## src/rtl/muldiv_unit.sv

```systemverilog
// rtl/muldiv_unit.sv - iterative RV32M multiply/divide unit (shift-add multiply, restoring divide)
// Optional MULDIV_FAST_MUL_EN: multiplies finish in one cycle; divides stay iterative.
module muldiv_unit #(
  parameter int XLEN = 32
) (
  input  logic            clk,
  input  logic            rst_n,
  input  logic            start,
  input  logic [2:0]      funct3,
  input  logic [XLEN-1:0] op_a,
  input  logic [XLEN-1:0] op_b,
  input  logic            flush,
  output logic            busy,
  output logic            done,
  output logic [XLEN-1:0] result
);

  typedef enum logic [1:0] {IDLE, CALC, DONE} state_e;

  state_e              state_q, state_d;
  logic [5:0]          cnt_q, cnt_d;
  logic [2:0]          f3_q, f3_d;
  logic                neg_q, neg_d;
  logic                sgna_q, sgna_d;
  logic [2*XLEN-1:0]   acc_q, acc_d;
  logic [XLEN-1:0]     b_q, b_d;
  logic [XLEN-1:0]     result_q, result_d;

  logic                signed_a, signed_b, sign_a, sign_b;
  logic                is_div, div_zero, div_ovf;
  logic [XLEN-1:0]     mag_a, mag_b;
  logic [XLEN:0]       mul_sum, div_shift, div_diff;
  logic [2*XLEN-1:0]   mul_step, div_step;

  // acc holds {product_hi, product_lo} for multiply and {remainder, quotient} for divide.
  function automatic logic [XLEN-1:0] finalize(input logic [2:0] f3, input logic [2*XLEN-1:0] acc,
                                                input logic neg, input logic sgna);
    logic [2*XLEN-1:0] prod;
    logic [XLEN-1:0]   quo;
    logic [XLEN-1:0]   rem;
    prod = neg ? -acc : acc;
    quo  = neg ? -acc[XLEN-1:0] : acc[XLEN-1:0];
    rem  = sgna ? -acc[2*XLEN-1:XLEN] : acc[2*XLEN-1:XLEN];
    if (!f3[2]) finalize = (f3[1:0] == 2'b00) ? prod[XLEN-1:0] : prod[2*XLEN-1:XLEN];
    else        finalize = f3[1] ? rem : quo;
  endfunction

  always_comb begin
    signed_a = (funct3 != 3'b011) && (funct3 != 3'b101) && (funct3 != 3'b111);
    signed_b = signed_a && (funct3 != 3'b010);
    sign_a   = signed_a && op_a[XLEN-1];
    sign_b   = signed_b && op_b[XLEN-1];
    mag_a    = sign_a ? -op_a : op_a;
    mag_b    = sign_b ? -op_b : op_b;
    is_div   = funct3[2];
    div_zero = is_div && (op_b == '0);
    div_ovf  = is_div && !funct3[0] && (op_a == {1'b1, {(XLEN-1){1'b0}}}) && (op_b == '1);
  end

  always_comb begin
    mul_sum   = {1'b0, acc_q[2*XLEN-1:XLEN]} + (acc_q[0] ? {1'b0, b_q} : {(XLEN+1){1'b0}});
    mul_step  = {mul_sum, acc_q[XLEN-1:1]};
    div_shift = {acc_q[2*XLEN-1:XLEN], acc_q[XLEN-1]};
    div_diff  = div_shift - {1'b0, b_q};
    // A borrow out of the trial subtract means the divisor did not fit: restore.
    div_step  = div_diff[XLEN] ? {div_shift[XLEN-1:0], acc_q[XLEN-2:0], 1'b0}
                               : {div_diff[XLEN-1:0],  acc_q[XLEN-2:0], 1'b1};
  end

`ifdef MULDIV_FAST_MUL_EN
  logic [2*XLEN-1:0] fast_prod;
  always_comb begin
    fast_prod = {{XLEN{1'b0}}, mag_a} * {{XLEN{1'b0}}, mag_b};
  end
`endif

  always_comb begin
    state_d  = state_q;
    cnt_d    = cnt_q;
    f3_d     = f3_q;
    neg_d    = neg_q;
    sgna_d   = sgna_q;
    acc_d    = acc_q;
    b_d      = b_q;
    result_d = result_q;
    case (state_q)
      IDLE: begin
        if (start && !flush) begin
          f3_d   = funct3;
          neg_d  = sign_a ^ sign_b;
          sgna_d = sign_a;
          cnt_d  = '0;
          if (div_zero) begin
            result_d = funct3[1] ? op_a : '1;
            state_d  = DONE;
          end else if (div_ovf) begin
            result_d = funct3[1] ? '0 : op_a;
            state_d  = DONE;
`ifdef MULDIV_FAST_MUL_EN
          end else if (!is_div) begin
            result_d = finalize(funct3, fast_prod, sign_a ^ sign_b, sign_a);
            state_d  = DONE;
`endif
          end else begin
            // Multiply walks the multiplier out of acc_lo; divide shifts the dividend out of it.
            acc_d   = {{XLEN{1'b0}}, is_div ? mag_a : mag_b};
            b_d     = is_div ? mag_b : mag_a;
            state_d = CALC;
          end
        end
      end
      CALC: begin
        if (flush) begin
          state_d = IDLE;
        end else begin
          acc_d = f3_q[2] ? div_step : mul_step;
          cnt_d = cnt_q + 6'd1;
          if (cnt_q == 6'd31) begin
            result_d = finalize(f3_q, f3_q[2] ? div_step : mul_step, neg_q, sgna_q);
            state_d  = DONE;
          end
        end
      end
      DONE:    state_d = IDLE;
      default: state_d = IDLE;
    endcase
  end

  always_ff @(posedge clk or negedge rst_n) begin
    if (!rst_n) begin
      state_q  <= IDLE;
      cnt_q    <= '0;
      f3_q     <= '0;
      neg_q    <= 1'b0;
      sgna_q   <= 1'b0;
      acc_q    <= '0;
      b_q      <= '0;
      result_q <= '0;
    end else begin
      state_q  <= state_d;
      cnt_q    <= cnt_d;
      f3_q     <= f3_d;
      neg_q    <= neg_d;
      sgna_q   <= sgna_d;
      acc_q    <= acc_d;
      b_q      <= b_d;
      result_q <= result_d;
    end
  end

  assign busy   = (state_q != IDLE);
  assign done   = (state_q == DONE);
  assign result = result_q;

endmodule
```

## config.mk

```make
export PLATFORM = sky130hd
export DESIGN_NAME = muldiv_unit
export DESIGN_NICKNAME = d
export VERILOG_FILES = /design/src/rtl/muldiv_unit.sv
export SDC_FILE = /design/constraint.sdc
export NUM_CORES = 1
export LEC_CHECK = 0
export CAP_MARGIN = 25
export CELL_PAD_IN_SITES_DETAIL_PLACEMENT = 0
export CELL_PAD_IN_SITES_GLOBAL_PLACEMENT = 2
export CORE_MARGIN = 2
export CORE_UTILIZATION = 36
export DETAILED_ROUTE_END_ITERATION = 10
export PLACE_DENSITY_LB_ADDON = 0.1
export SLEW_MARGIN = 20
export SYNTH_ARGS = -nofsm -noshare
export SYNTH_HDL_FRONTEND = slang
export SYNTH_SLANG_ARGS = --single-unit
```

## constraint.sdc

```tcl
create_clock -name clk -period 8.05 [get_ports clk]
set_input_delay 0.805 -clock clk [delete_from_list [all_inputs] [get_ports clk]]
set_output_delay 0.805 -clock clk [all_outputs]
set_load 0.02 [all_outputs]
```

# After elaboration in Yosys (flattened, before gate mapping)
# Index checks and enable logic that the tools add are counted.
[classes]
n_mux = 35
n_eq_ne = 16
n_bitwise = 3
n_reduce_logical = 23
multipliers = 0
n_lt_le_gt_ge = 0
shifts = 0
n_div = 0
n_addsub = 8
[ops]
columns = ["cell", "count"]
rows = [
  ["two-way mux 32 bit", 17],
  ["two-way mux 64 bit", 7],
  ["negator 32 bit", 4],
  ["one-hot mux 64 bit (2 select lines)", 1],
  ["equality test 32 bit, second input constant", 2],
  ["negator 64 bit", 1],
  ["one-hot mux 32 bit (2 select lines)", 1],
  ["adder 32 x 32 -> 33 bit", 1],
  ["subtractor 33 x 32 -> 33 bit", 1],
  ["logical NOT 32 bit", 1],
  ["two-way mux 6 bit", 2],
  ["!= test 3 bit, second input constant", 4],
  ["one-hot mux 6 bit (2 select lines)", 1],
  ["logical AND 1 bit", 10],
  ["two-way mux 2 bit", 5],
  ["!= test 2 bit, second input constant", 5],
  ["AND reduction 5 bit", 2],
  ["adder 6 x 1 -> 6 bit, second input constant", 1],
  ["equality test 6 x 5 -> 1 bit, second input constant", 1],
  ["!= test 3 x 2 -> 1 bit, second input constant", 2],
  ["logical NOT 2 bit", 2],
  ["one-hot mux 2 bit (2 select lines)", 1],
  ["AND reduction 2 bit", 2],
  ["AND reduction 4 bit", 1],
  ["7 further kinds", 10],
]
[word_totals]
regBits = 141
romBits = 0
memories = 0
mem_bits_rw = 0
elab_cells = 93
latchBits = 0

# Depth between registers and ports, before layout
# Gate-level depths: netlist (run 1).
[logic_depth]
ltp_word = 11
depth_mapped = 26

# Worst setup path before layout (run 1)
# Ideal clock, no wire load.
[synth_path]
kind = "register -> register"
startpoint = "register f3_q[2]"
endpoint = "register result_q[20], in the netlist result[20]"
arrival_ns = 5.841
setup_ns = 0.137
setup_slack_ns = 2.072
t_required_ns = 7.913
n_path_buf = 8
path_stages_with_launch = 23
path_cell_list = "dfrtp_1 -> buf_2 -> buf_2 -> buf_2 -> buf_1 -> clkbuf_1 -> buf_1 -> clkbuf_1 -> buf_1 -> mux2i_1 -> ha_1 -> nor3b_1 -> o221ai_1 -> or4_1 -> or4b_1 -> nor4_1 -> a41oi_1 -> a221oi_1 -> nand4_1 -> nor3_1 -> mux2_2 -> nor2_1 -> o41ai_1"
[synth_between]
elab_chain_len = 8
elab_cells_between_ends = 13
cone_classes = "3 x add/sub; 10 x mux"
[synth_lines]
columns = ["item", "line_no", "text"]
rows = [
  ["from (decl)", "22", "logic [2:0] f3_q, f3_d;"],
  ["from (signal assigned)", "133", "f3_q <= '0;"],
  ["from (signal assigned)", "142", "f3_q <= f3_d;"],
  ["two-way mux 64 bit", "119", "result_d = finalize(f3_q, f3_q[2] ? div_step : mul_step, neg_q, sgna_q);"],
  ["negator 64 bit, or another cell as far along", "41", "prod = neg ? -acc : acc;"],
  ["two-way mux 64 bit, or another cell as far along", "41", ""],
  ["two-way mux 32 bit (on tied branches)", "44, 45", ""],
  ["two-way mux 32 bit *", "44", "if (!f3[2]) finalize = (f3[1:0] == 2'b00) ? prod[XLEN-1:0] : prod[2*XLEN-1:XLEN];"],
  ["two-way mux 32 bit *", "118", "if (cnt_q == 6'd31) begin"],
  ["two-way mux 32 bit *", "113", "if (flush) begin"],
  ["one-hot mux 32 bit (2 select lines) *", "86", "case (state_q)"],
  ["to (signal assigned)", "147", "result_q <= result_d;"],
  ["to (decl)", "27", "logic [XLEN-1:0] result_q, result_d;"],
]
# Every way passes the cells marked *; elsewhere a longest branch is shown, timed or not. The select of a mux whose other input is x is not followed.
# A chain may end at the register's enable or synchronous reset.

# Worst setup path in the final report (run 1)
[layout_path]
startpoint = "register acc_q[31]"
endpoint = "register result_q[20], in the netlist result[20]"
[layout_between]
elab_chain_len = 10
elab_cells_between_ends = 15
cone_classes = "4 x add/sub; 11 x mux"
[layout_lines]
columns = ["item", "line_no", "text"]
rows = [
  ["from (decl)", "25", "logic [2*XLEN-1:0] acc_q, acc_d;"],
  ["from (signal assigned)", "136", "acc_q <= '0;"],
  ["from (signal assigned)", "145", "acc_q <= acc_d;"],
  ["subtractor 33 x 32 -> 33 bit", "64", "div_diff = div_shift - {1'b0, b_q};"],
  ["two-way mux 64 bit", "66", "div_step = div_diff[XLEN] ? {div_shift[XLEN-1:0], acc_q[XLEN-2:0], 1'b0}"],
  ["two-way mux 64 bit *", "119", ""],
  ["negator 64 bit, or another cell as far along", "41", ""],
  ["two-way mux 64 bit, or another cell as far along", "41", ""],
  ["two-way mux 32 bit (on tied branches)", "44, 45", ""],
  ["two-way mux 32 bit *", "44", ""],
  ["two-way mux 32 bit *", "118", ""],
  ["two-way mux 32 bit *", "113", ""],
  ["one-hot mux 32 bit (2 select lines) *", "86", ""],
]
# Marks and branches as above.

==> run summary, run 1 <==
- complete, no violations — status
- result[20] — r2r endpoint
- 22.8% — remaining max-slew budget at the tightest pin
- 24 — FF-to-FF path depth
- 380 nW/um^2 — power density over the cells
- dfrtp_1 — main flop type after synthesis
- 6.74 ns — time the worst path needs with I/O delays and setup
- 79 — number of cell rows
- 7340 uW — power after layout
- 100% — share of async-settable or async-resettable flops after synthesis
- 0.48 ns — clock insertion delay at the later pin of the skew report
- 8 — Max FO, Critical Path
- 102 — largest net degree at the start of global routing
- 1.31 ns — R2R Setup Slk
- 0.00763 uW — leakage power
- 0.07 ns — Reg clk slew, reported paths
- 0 — number of buffers inserted by post-CTS setup repair
- 104 — number of distinct library cells after synthesis
- 2,346 — Post-Syn Instances
- flop — crit path launch type
- 6.29% — routing usage on met3
- 50.1% — GRT met2 Usage
- 104 — Port Buffer Count
- 0 — Final setup violation count
- 8.38 ns — Required @ worst endpoint
- 2,509 — number of nets in the final layout
- 7.07 ns — data arrival time of the critical path
- 222 microns — die height
- 0 — Final Hold Viols
- 36.6% — Starting Density
- 4,888 — Layout fillers
- in -> async — type of the worst min-delay path
- 148 MHz — maximum frequency from static timing analysis
- 2 — CTS Buffer Depth
- 32.9% — total routing usage reported by global routing
- 0.437 ns — hold_ws
- 141 — clock tree sinks
- 6 — detailed-router iteration count before antenna repair
- 7.30 sq um — per-instance average area after synthesis
- 121,000 microns — wire length of the first global-routing pass
- 6.94% — proportion of layout cells with a drive suffix above 1
- 0 — residual antenna-violating net count after detailed routing
- reg -> reg — critical path start-end classification
- 18,971 — Via Count
- 41.3% — final core utilization
- false — setup repair after global routing missed its margin
- 6.35 — mean number of vias per cell
- 20.6% — post-synthesis sequential area ratio
- 1.14 ns — Worst Tran Pin Value
- 0 — Hold-fix buffers, CTS
- 0.942 — final weighted congestion in routability-driven placement
- 0 — Post-CTS Resized
- 45.3% — met1 Use GR
- 2,950 — total instance count after detailed placement
- 46,800 sq um — core box area
- 17,100 sq um — synthesized cell area
- 17 — TritonCTS Buffers
- 0 — count of yosys warnings during synthesis
- acc_q[31] — reg-to-reg startpoint
- clkbuf_16 — cell at the root of the clock tree
- 4 — H-tree levels
- 105 — IO Count
- 0.170 mV — worst vdd rail ir drop
- 49,300 sq um — Total Die Area
- 0.0181 ns — Fin Clk Skew
- acc_q[31] — critical path startpoint
- 17,517 — number of global-route vias before repair
- 65,400 microns — HPWL Detailed
- 12.8% — area added between synthesis and finish
- yes — clock tree from TritonCTS
- 0 — final number of max-transition violations
- 0 — number of enable-type register cells in the synthesized netlist
- 0 ns — sum of negative setup slack
- 141 — flops & latches, synth
- 2,489 — Synthesized Nets
- 0 — global-route congestion overflow total
- 10 — number of antenna violations at the first check in global routing
- 2,988 — final cell count without fillers
- 222 microns — width of the die
- met2 — most used routing layer
- 82,500 microns — Total Routed Length
- 0 — DRC
- 83.7% — portion of the clock cycle consumed by the worst path in the final layout
- 2,098 — DR iter-0 viols
- 27.6 microns — mean routed wirelength per cell
- 0 — number of max-cap violations
- flop — kind of end point of the critical path
[logic make-up after synthesis]
kind of cell | Yosys count | synth area share, %
AO/OA/AOI/OAI | 790 | 30.1
XOR/XNOR | 163 | 8.34
adder cells (fa/ha/maj) | 76 | 5.58
buffers and inverters | 214 | 5.01
flip-flops | 141 | 20.6
multiplexers | 88 | 5.33
AND/OR/NAND/NOR | 874 | 25.1
[worst max-delay path by stage]
stage               cells past startpoint  slack, ns          to
global placement                       24       1.61  result[20]
global route                           24       0.81  result[20]
finish                                 24       1.31  result[20]
detailed placement                     24       1.43  result[20]
floorplan                              22       2.07  result[20]
CTS                                    24       1.40  result[20]
[Yosys cell counts (all sizes together) (12+ instances only)]
cell | n | area share (%)
a211oi | 42 | 2.0
a21boi | 13 | 0.57
a21o | 23 | 1.0
a21oi | 205 | 6.2
a221oi | 13 | 0.66
a22o | 19 | 0.97
a31oi | 25 | 0.91
and2 | 47 | 1.7
and3 | 15 | 0.56
buf | 33 | 1.0
clkbuf | 110 | 2.4
dfrtp | 141 | 21
ha | 70 | 5.1
inv | 70 | 1.5
mux2 | 26 | 1.7
mux2i | 62 | 3.6
nand2 | 285 | 6.3
nand2b | 20 | 0.73
nand3 | 57 | 1.7
nand4 | 34 | 1.3
nor2 | 193 | 4.2
nor2b | 12 | 0.44
nor3 | 80 | 2.4
nor3b | 15 | 0.66
nor4 | 20 | 0.77
o211ai | 29 | 1.4
o21a | 12 | 0.53
o21ai | 242 | 7.2
o31ai | 35 | 1.5
o41ai | 17 | 0.96
or2 | 14 | 0.51
or3 | 27 | 1.0
or4 | 20 | 0.92
xnor2 | 89 | 4.6
xor2 | 74 | 3.8
[sequential cells by signal (all words and copies together) (netlist names)]
name,flops
acc_q,64
b_q,32
cnt_q,6
f3_q,3
neg_q,1
result,32
sgna_q,1
state_q,2
[metal layers]
metal / up-vias / share of wire, %
met1: 9284 / 44
met4: 2 / 5.0
met3: 150 / 7.8
li1: 8733 / -
met5: - / 0.019
met2: 802 / 43
[final cells by class]
class	count	area [sq um]	share of cell area [%]
Multi-Input combinational cell	1991	12800	66.2
Clock inverter	10	138	0.713
Timing Repair Buffer	144	1350	6.98
Clock buffer	22	474	2.46
Sequential cell	141	3530	18.3
Antenna cell	2	5.00	0.0259
Tap cell	607	759	3.93
Inverter	71	267	1.38
[critical path, cell delays in order (launching register included)]
cell and delay, ns:
dfrtp_1 0.41, inv_1 0.08, ha_1 0.16, inv_1 0.06
fa_1 0.42, a211oi_2 0.35, nor4b_4 0.13, o21ai_4 0.32
a21oi_4 0.14, o211ai_4 0.22, nor2_1 0.16, a21oi_1 0.21
ha_1 0.22, nor3b_1 0.25, o221ai_1 0.22, or4_1 0.68
or4b_1 0.60, nor4_1 0.31, a41oi_1 0.09, a221oi_1 0.33
nand4_1 0.38, nor3_1 0.31, mux2_2 0.36, nor2_1 0.09
o41ai_1 0.08
[per-stage QoR]
step	setup WS, ns	area, sq um
5_1_grt	0.811	19300
3_3_place_gp	1.61	18700
4_1_cts	1.40	19300
6_report	1.31	19300
2_1_floorplan	2.07	17100
3_5_place_dp	1.43	18700
[power breakdown]
group	leakage (uW)	total (uW)	internal, uW	switching (uW)
logic	0.00555	5250	1750	3500
registers	0.00178	1210	931	277
clock network	0.000296	878	511	366
total	0.00763	7340	3200	4140
[layout by cell type (no fill, tap or decap), drive strengths merged, types with 12 or more instances in the layout]
cell,n
dfrtp,141
nor4,20
or4,20
a22o,19
nor2,193
xnor2,89
o211ai,29
xor2,74
nand3,57
clkbuf,25
nand4,34
o41ai,17
nor3,80
nand2b,20
a21oi,205
o21ai,242
inv,70
and3,15
or3,27
o21a,12
ha,70
o31ai,35
mux2,26
nor2b,12
clkdlybuf4s50,102
and2,47
a221oi,13
or2,14
nor3b,15
a21boi,13
a31oi,25
a21o,23
a211oi,42
buf,39
nand2,285
mux2i,62
Note: power is estimated with default switching activity, not from simulation.
==> run 2, diff against run 1 <==
- CORE_UTILIZATION: 36 -> 33
- clock period: 8.05 -> 5.9 ns (I/O delays scaled with it)
==> run 2 against run 1 <==
  * Fmax increased by 18%
  * Wire length increased by 6.3%
  * Clock power increased by 32%
  * Cell area increased by 8.2%
  * Combinational power increased by 55%
  * Non-clock buffer count increased by 188
  * Global-route usage decreased by 0.38 points
  * Largest power group unchanged
  * Highest routed layer unchanged
==> run summary, run 2 (synthesized netlist as in run 1, its figures left out) <==
- 83 — number of cell rows, +5.1%
- 0.51 ns — clock insertion delay at the later pin of the skew report, +0.03 ns
- 14.3% — proportion of layout cells with a drive suffix above 1, +7.4 points
- 0.07 ns — Reg clk slew, reported paths, about the same
- 20,900 sq um — final instance area, +8.2%
- acc_q — register with the most flip-flops
- 6.01 — mean number of vias per cell, -5.4%
- 26.3% — remaining max-slew budget at the tightest pin, +3.5 points
- in -> async — type of the worst min-delay path
- 6.07 ns — data arrival time of the critical path, -1.00 ns
- 3 — number of buffer and inverter instances along the worst setup path, +1
- complete, no violations — status
- 0 — Final setup violation count, unchanged
- 19,500 — Via Count, +2.8%
- 0.00856 uW — leakage power, +12%
- acc_q[54] — reg-to-reg startpoint
- 0.352 mV — worst vdd rail ir drop, +110%
- 0 — Final Hold Viols, unchanged
- 18,391 — number of global-route vias before repair, +5.0%
- 0.116 ns — hold_ws, -0.321 ns
- 0.54 ns — Critical Path Max Stage Delay, -0.14 ns
- clkbuf_16 — cell at the root of the clock tree
- 40.7% — final core utilization, -0.56 points
- 33.4% — Starting Density, -3.2 points
- 0 — residual antenna-violating net count after detailed routing, unchanged
- 53,700 sq um — Total Die Area, +8.9%
- 96.5% — portion of the clock cycle consumed by the worst path in the final layout, +13 points
- 0 — DRC, unchanged
- 0.954 — final weighted congestion in routability-driven placement, +1.2%
- 232 microns — die height, +4.4%
- 87,600 microns — Total Routed Length, +6.3%
- 105 — IO Count, unchanged
- 3,246 — final cell count without fillers, +8.6%
- 521 nW/um^2 — power density over the cells, +37%
- yes — clock tree from TritonCTS
- ha_1 -> a21oi_4 -> o21ai_2 -> a311o_1 -> or3_4 -> o211ai_4 -> nor2_2 -> a21oi_2 -> ha_2 -> nor3b_4 -> o221ai_2 -> or4_4 -> or4b_4 -> buf_4 -> inv_1 -> a41oi_1 -> a221oi_2 -> nand4_1 -> buf_6 -> nor3_2 -> mux2_2 -> nor2_1 -> o41ai_2 — critical-path cell list
- 6 — detailed-router iteration count before antenna repair, unchanged
- 141 — clock tree sinks, unchanged
- 22.1% — area added between synthesis and finish
- 5.69 ns — time the worst path needs with I/O delays and setup, -1.05 ns
- 64 — max reg flops, unchanged
- 2,697 — number of nets in the final layout, +7.5%
- 6.28 ns — Required @ worst endpoint, -2.10 ns
- 101 — largest net degree at the start of global routing, -0.98%
- 27.0 microns — mean routed wirelength per cell, -2.2%
- 0.0175 ns — Fin Clk Skew, -0.000677 ns
- false — setup repair after global routing missed its margin
- 4 — H-tree levels, unchanged
- 4 — number of antenna violations at the first check in global routing, -6
- simple AND/OR/NAND/NOR gates — critical path's top delay family
- 0 — Hold-fix buffers, CTS, unchanged
- reg -> reg — critical path start-end classification
- nand2_1 — leading cell type in the layout, fill and taps excluded
- 10,900 uW — power after layout, +48%
- 6 — Max FO, Critical Path, -2
- 2 — CTS Buffer Depth, unchanged
- 104 — Port Buffer Count, unchanged
- 3,211 — total instance count after detailed placement, +8.8%
- 0 — final number of max-transition violations, unchanged
- flop — crit path launch type
- 176 MHz — maximum frequency from static timing analysis, +18%
- 0 — number of max-cap violations, unchanged
- or4_4 — critical-path cell with the highest stage delay
- 128,000 microns — wire length of the first global-routing pass, +5.9%
- 32.6% — total routing usage reported by global routing, -0.38 points
- acc_q[54] — critical path startpoint
- 0 — Antenna Diode Count, -2
- 71,000 microns — HPWL Detailed, +8.6%
- 17 — TritonCTS Buffers, unchanged
- 23 — Critical Path Stages, -4.2%
- nand2_1 (283), o21ai_0 (233), buf_4 (223) — top library cells by usage in the layout, fill and taps aside
- 0.21 ns — R2R Setup Slk, -1.10 ns
- 232 microns — width of the die, +4.4%
- 0 — global-route congestion overflow total, unchanged
- flop — kind of end point of the critical path
- 23 — FF-to-FF path depth, -4.2%
- 20,200 sq um — area of placed instances, +8.2%
- result[20] — r2r endpoint
- 1,785 — DR iter-0 viols, -15%
- 51,300 sq um — core box area, +9.7%
- 1.09 ns — Worst Tran Pin Value, -0.0492 ns
-- run 2: timing repair --
item | CTS | global route
resized for setup | 1 | 19
pin swaps | 1 | 6
endpoints found under the setup margin | 3 | 7
setup buffers | 1 | 3
-- run 2: how the worst max path moves through the flow --
stage	slack, ns	endpoint
after global placement	-0.03	result[20]
after floorplan	0.06	result[20]
after CTS	0.003	result[20]
final	0.21	result[20]
after detailed placement	-0.07	result[20]
after global routing	0.006	result[20]
-- run 2: power breakdown --
part | internal [uW] | switching [uW]
Clock | 630 | 528
Combinational | 3020 | 5120
Sequential | 1270 | 312
-- run 2: layout make-up --
class	instances	area, sq um
clock buffer	18	439
clock inverter	13	143
fill	5423	30400
inverter	71	267
multi-input combinational	1991	12900
sequential	141	3530
tap	680	851
timing repair buffer	332	2800
-- run 2: stage by stage --
stage | TNS [ns] | setup slack (ns)
2_1_floorplan | 0 | 0.0602
3_3_place_gp | -0.0525 | -0.0336
3_5_place_dp | -0.130 | -0.0695
4_1_cts | 0 | 0.00255
5_1_grt | 0 | 0.00556
6_report | 0 | 0.209
-- run 2: per-layer routing --
metal	wire length, microns	vias up	GRT usage [%]	part of all wire (%)
li1	-	9110	-	-
met1	40600	9554	45.5	46
met2	38200	710	50.1	44
met3	5490	122	5.71	6.3
met4	3390	4	11.6	3.9
met5	25	-	0	0.029
